<file path="config.mk">
export PLATFORM = sky130hd
export DESIGN_NAME = alu_operand_stage
export DESIGN_NICKNAME = d
export VERILOG_FILES = /design/src/rtl/alu_operand_stage.sv
export SDC_FILE = /design/constraint.sdc
export NUM_CORES = 1
export LEC_CHECK = 0
export ABC_AREA = 1
export CAP_MARGIN = 20
export CORE_AREA = 10 10 86 144
export CTS_CLUSTER_DIAMETER = 50
export DETAILED_ROUTE_END_ITERATION = 10
export DIE_AREA = 0 0 96 154
export PLACE_DENSITY = 0.73
export SLEW_MARGIN = 10
export SYNTH_ARGS = -nofsm -noshare
export SYNTH_HDL_FRONTEND = slang
export SYNTH_SLANG_ARGS = --single-unit
</file>
<file path="constraint.sdc">
create_clock -name clk -period 3.5 [get_ports clk]
set_input_delay 0.35 -clock clk [delete_from_list [all_inputs] [get_ports clk]]
set_output_delay 0.35 -clock clk [all_outputs]
set_load 0.01 [all_outputs]
</file>
<file path="src/rtl/alu_operand_stage.sv">
// ID/EX pipeline register with EX/MEM and MEM/WB operand forwarding and load-use
// hazard detection, feeding the operand, opcode and control inputs of the 16-bit ALU.
module alu_operand_stage #(
  parameter int W   = 16,
  parameter int RW  = 3,
  parameter int OPW = 4
) (
  input  logic           clk,
  input  logic           rst,
  input  logic           stall,
  input  logic           flush,
  input  logic           id_valid,
  input  logic [RW-1:0]  id_rs1,
  input  logic [RW-1:0]  id_rs2,
  input  logic           id_use1,
  input  logic           id_use2,
  input  logic [W-1:0]   id_rd1_data,
  input  logic [W-1:0]   id_rd2_data,
  input  logic [W-1:0]   id_imm,
  input  logic           id_use_imm,
  input  logic [OPW-1:0] id_alu_op,
  input  logic [RW-1:0]  id_rd,
  input  logic           id_reg_write,
  input  logic           id_mem_read,
  input  logic           exm_reg_write,
  input  logic [RW-1:0]  exm_rd,
  input  logic [W-1:0]   exm_result,
  input  logic           wb_reg_write,
  input  logic [RW-1:0]  wb_rd,
  input  logic [W-1:0]   wb_data,
  output logic           ex_valid,
  output logic [W-1:0]   alu_in1,
  output logic [W-1:0]   alu_in2,
  output logic [OPW-1:0] alu_op,
  output logic [RW-1:0]  ex_rd,
  output logic           ex_reg_write,
  output logic           ex_mem_read,
  output logic           hazard_stall
);

  typedef struct packed {
    logic           valid;
    logic [RW-1:0]  rs1;
    logic [RW-1:0]  rs2;
    logic           use1;
    logic           use2;
    logic [W-1:0]   rd1_data;
    logic [W-1:0]   rd2_data;
    logic [W-1:0]   imm;
    logic           use_imm;
    logic [OPW-1:0] alu_op;
    logic [RW-1:0]  rd;
    logic           reg_write;
    logic           mem_read;
  } idex_t;

  typedef enum logic [1:0] {
    SRC_REG,
    SRC_EXM,
    SRC_WB,
    SRC_IMM
  } src_e;

  idex_t q;
  idex_t d;
  idex_t id_word;
  src_e  src1;
  src_e  src2;

  always_comb begin
    id_word = '{
      valid:     id_valid,
      rs1:       id_rs1,
      rs2:       id_rs2,
      use1:      id_use1,
      use2:      id_use2,
      rd1_data:  id_rd1_data,
      rd2_data:  id_rd2_data,
      imm:       id_imm,
      use_imm:   id_use_imm,
      alu_op:    id_alu_op,
      rd:        id_rd,
      reg_write: id_reg_write,
      mem_read:  id_mem_read
    };
  end

  // A load in EX whose destination feeds an operand ID actually reads.
  assign hazard_stall = q.valid & q.mem_read & id_valid &
                        ((id_use1 & (id_rs1 == q.rd)) |
                         (id_use2 & ~id_use_imm & (id_rs2 == q.rd)));

  // Flush beats stall, stall beats the hazard bubble.
  always_comb begin
    // NOTE: d gets a full default first so no path through this block can infer a latch.
    d = q;
    if (flush) begin
      d           = id_word;
      d.valid     = 1'b0;
      d.reg_write = 1'b0;
      d.mem_read  = 1'b0;
    end else if (stall) begin
      d = q;
    end else if (hazard_stall) begin
      d           = id_word;
      d.valid     = 1'b0;
      d.reg_write = 1'b0;
      d.mem_read  = 1'b0;
    end else begin
      d = id_word;
    end
  end

  always_ff @(posedge clk or posedge rst) begin
    // NOTE: state registers use non-blocking assignment so every flop samples pre-edge values.
    if (rst) begin
      q <= '0;
    end else begin
      q <= d;
    end
  end

  // EX/MEM is checked first: it carries the younger result for the same register.
  always_comb begin
    src1 = SRC_REG;
    if (q.use1) begin
      if (exm_reg_write && (exm_rd == q.rs1)) begin
        src1 = SRC_EXM;
      end else if (wb_reg_write && (wb_rd == q.rs1)) begin
        src1 = SRC_WB;
      end
    end
  end

  always_comb begin
    src2 = SRC_REG;
    if (q.use_imm) begin
      src2 = SRC_IMM;
    end else if (q.use2) begin
      if (exm_reg_write && (exm_rd == q.rs2)) begin
        src2 = SRC_EXM;
      end else if (wb_reg_write && (wb_rd == q.rs2)) begin
        src2 = SRC_WB;
      end
    end
  end

  always_comb begin
    alu_in1 = q.rd1_data;
    case (src1)
      SRC_EXM: alu_in1 = exm_result;
      SRC_WB:  alu_in1 = wb_data;
      default: alu_in1 = q.rd1_data;
    endcase
  end

  always_comb begin
    alu_in2 = q.rd2_data;
    case (src2)
      SRC_EXM: alu_in2 = exm_result;
      SRC_WB:  alu_in2 = wb_data;
      SRC_IMM: alu_in2 = q.imm;
      default: alu_in2 = q.rd2_data;
    endcase
  end

  assign ex_valid     = q.valid;
  assign alu_op       = q.alu_op;
  assign ex_rd        = q.rd;
  assign ex_reg_write = q.valid & q.reg_write;
  assign ex_mem_read  = q.valid & q.mem_read;

endmodule

</file>
==> impl_metrics.sql <==
INSERT INTO impl_metrics (metric_group, metric, value, unit) VALUES
('status', 'outcome', 'complete, no violations', ''),
('sta', 'final.hold.worst_slack', '0.478', 'ns'),
('worst_setup_path', 'r2r_cells', '9', ''),
('global_routing', 'vias_in_the_first_global_route', '4255', ''),
('synthesis', 'netlist.top_cell.by_area', 'sky130_fd_sc_hd__dfrtp_1', ''),
('power_and_ir_drop', 'switching_power_share_of_the_total', '0.269', ''),
('floorplan', 'design.portCount', '154', ''),
('floorplan', 'design.die.area', '14800', 'um^2'),
('global_routing', 'pin_count_of_the_biggest_net_entering_global_routing', '71', ''),
('worst_setup_path', 'regToRegEndpoint', 'ex_valid', ''),
('power_and_ir_drop', 'power_frac_comb', '0.229', ''),
('sta', 'setup_tns', '0', 'ns'),
('synthesis', 'synthesis.instances', '586', ''),
('power_and_ir_drop', 'power_per_cell_area', '412', 'nW/um^2'),
('power_and_ir_drop', 'p_int', '1.75', 'mW'),
('clock_tree', 'clockRootBuffer', 'sky130_fd_sc_hd__clkbuf_16', ''),
('layout', 'synthToLayoutAreaGrowth', '48.8', '%'),
('drt', 'totalWireLength', '13700', 'um'),
('global_routing', 'wire_length_of_the_first_global_routing_pass', '21800', 'um'),
('sta', 'grt_setup_unrepaired', 'false', ''),
('power_and_ir_drop', 'total_switching_power', '0.642', 'mW'),
('place', 'placedCellCount', '838', ''),
('global_routing', 'grt_antenna_before_repair', '1', ''),
('sta', 'setup_violating_endpoint_count_in_the_final_report', '0', ''),
('synthesis', 'ys_seq_elements', '67', ''),
('layout', 'final_core_utilization', '0.588', ''),
('sta', 'final.period_utilization', '0.886', ''),
('layout', 'n_fill_cell', '956', ''),
('clock_tree', 'cts_post_setup_buffers_inserted', '0', ''),
('drt', 'drt_first_iter_violations', '277', ''),
('synthesis', 'yosys.area.top_type_share', '0.431', ''),
('place', 'buffer_ports.inserted', '153', ''),
('worst_setup_path', 'critical_path.startpoint', 'q[9]', ''),
('drt', 'vias_per_cell', '4.83', ''),
('sta', 'max_freq', '0.323', 'GHz'),
('clock_tree', 'ctsHtreeMaxLevel', '3', ''),
('layout', 'post_route_insts_no_fill', '855', ''),
('clock_tree', 'worst_setup_hold_path_clk_slew', '0.05', 'ns'),
('layout', 'layout_cells_sized_above_1', '0.0672', ''),
('drt', 'drc_errors', '0', ''),
('sta', 'post_layout_minimum_cycle_time', '3.10', 'ns'),
('global_routing', 'globalRoute.totalOverflow', '0', ''),
('synthesis', 'syn_avg_cell_area', '6.64', 'um^2'),
('drt', 'final_antenna_net_count', '0', ''),
('synthesis', 'netlist_area', '3890', 'um^2'),
('worst_setup_path', 'kind_of_end_point_of_the_critical_path', 'primary output', ''),
('hold_path', 'hold_end', 'alu_op[3]', ''),
('clock_tree', 'clockBufferDepth', '2', ''),
('clock_tree', 'cts-buffers-inserted', '9', ''),
('drt', 'drt_pre_antenna_iters', '5', ''),
('worst_setup_path', 'r2r-start', 'ex_rd[2]', ''),
('synthesis', 'yosys-mux-area-fraction', '0', ''),
('run', 'max_cap_viol_count', '0', ''),
('worst_setup_path', 'timing.critical_path.from_type', 'flop', ''),
('worst_setup_path', 'crit_type', 'reg -> out', ''),
('drt', 'wirelength_per_cell', '16.0', 'um'),
('synthesis', 'post_synth_xor_area_fraction', '0', ''),
('clock_tree', 'clock_tree_from_tritoncts', 'built', ''),
('hold_path', 'hold_path_cell_cnt', '2', ''),
('synthesis', 'area_share_of_fa_ha_maj_cells_after_synthesis', '0', ''),
('clock_tree', 'clock_sink_count', '67', ''),
('sta', 'fin_worst_skew', '0.00205', 'ns'),
('synthesis', 'netlist_top_cells_area', 'sky130_fd_sc_hd__dfrtp_1 (43%), sky130_fd_sc_hd__nand2_1 (29%), sky130_fd_sc_hd__nand3_1 (4.6%)', ''),
('hold_path', 'min_from', 'alu_op[3]', ''),
('power_and_ir_drop', 'power.leakage', '2.96', 'nW'),
('layout', 'final_cell_mix', 'sky130_fd_sc_hd__nand2_1 (297), sky130_fd_sc_hd__clkdlybuf4s50_1 (153), sky130_fd_sc_hd__dfrtp_1 (67)', ''),
('sta', 'max_slew_margin', '0.320', ''),
('layout', 'area_taken_by_multi_input_logic_gates', '1880', 'um^2'),
('drt', 'vias', '4131', ''),
('worst_setup_path', 'worst-r2r-setup-slack', '2.23', 'ns'),
('synthesis', 'synth_cell_types', '23', '');
-- routing by layer --
layer  vias to the layer above  global-route usage  routed length [um]
li1                       2076                   -                   -
met1                      1893               0.211                5310
met2                       128               0.318                7100
met3                        34              0.0327                 733
met4                         0               0.109                 534
met5                         -                   0                   0
-- repair_timing --
item	in CTS	in global routing
setup endpoints to repair	0	1
gates resized for setup	0	1
hold buffers	0	0
-- cells in the mapped netlist --
master / count
sky130_fd_sc_hd__buf_4: 8
sky130_fd_sc_hd__nor2_4: 3
sky130_fd_sc_hd__nor2_8: 1
sky130_fd_sc_hd__o21ai_1: 4
sky130_fd_sc_hd__inv_1: 44
sky130_fd_sc_hd__buf_2: 5
sky130_fd_sc_hd__nand4_1: 18
sky130_fd_sc_hd__nor3_1: 2
sky130_fd_sc_hd__nand3_2: 1
sky130_fd_sc_hd__nand2_2: 14
sky130_fd_sc_hd__o22ai_1: 2
sky130_fd_sc_hd__a21oi_1: 3
sky130_fd_sc_hd__inv_2: 4
sky130_fd_sc_hd__buf_6: 1
sky130_fd_sc_hd__nand2_1: 297
sky130_fd_sc_hd__clkinv_1: 1
sky130_fd_sc_hd__nor2_1: 45
sky130_fd_sc_hd__nand3_1: 36
sky130_fd_sc_hd__nand2_4: 2
sky130_fd_sc_hd__dfrtp_1: 67
sky130_fd_sc_hd__o21ai_0: 10
sky130_fd_sc_hd__nand4_2: 1
sky130_fd_sc_hd__clkbuf_1: 17
-- layout make-up --
type / instances / share of cell area
flip-flops and latches: 67 / 0.290
well taps: 125 / 0.0270
clock inverters: 6 / 0.0156
inverters: 49 / 0.0324
diodes: 1 / 0.000432
multi-input cells: 439 / 0.324
repair buffers: 158 / 0.271
clock buffers: 10 / 0.0396
-- registers in the layout (all words and copies together), names as in the netlist --
signal and flops:
ex_rd 3, ex_valid 1, alu_op 4, q 59
-- stage by stage --
step / power (mW) / area, um^2
2_1_floorplan: 1.14 / 3890
3_3_place_gp: 1.44 / 5460
3_5_place_dp: 1.45 / 5460
4_1_cts: 2.41 / 5780
5_1_grt: 2.50 / 5790
6_report: 2.39 / 5790
-- critical path, cell delays in order, from the launching register on --
cell and delay (ns):
sky130_fd_sc_hd__dfrtp_1 0.70, sky130_fd_sc_hd__clkinvlp_4 0.48, sky130_fd_sc_hd__nand4_2 0.41, sky130_fd_sc_hd__nor2_1 0.09
sky130_fd_sc_hd__nor2_1 0.17, sky130_fd_sc_hd__nand2_1 0.08, sky130_fd_sc_hd__clkdlybuf4s50_1 0.49
-- worst max-delay path by stage --
| stage | endpoint | slack (ns) |
|---|---|---|
| after floorplan | alu_op[0] | 1.47 |
| after global placement | alu_in2[2] | 0.54 |
| after detailed placement | alu_in2[2] | 0.51 |
| after CTS | alu_in2[14] | 0.26 |
| after global routing | alu_in2[0] | 0.17 |
| final | alu_in2[5] | 0.40 |
-- power by group through the flow --
stage,sequential (mW),combinational [mW],clock [mW]
6_report,0.889,0.546,0.952
2_1_floorplan,0.883,0.258,0
4_1_cts,0.887,0.553,0.970
3_5_place_dp,0.900,0.550,0
3_3_place_gp,0.899,0.543,0
5_1_grt,0.896,0.603,1.00
-- cells by family after synthesis --
group,Yosys count
buffers and inverters,80
AOI/OAI and AO/OA,19
DFF,67
and+or+nand+nor,420
(Power assumes the default switching activity.)
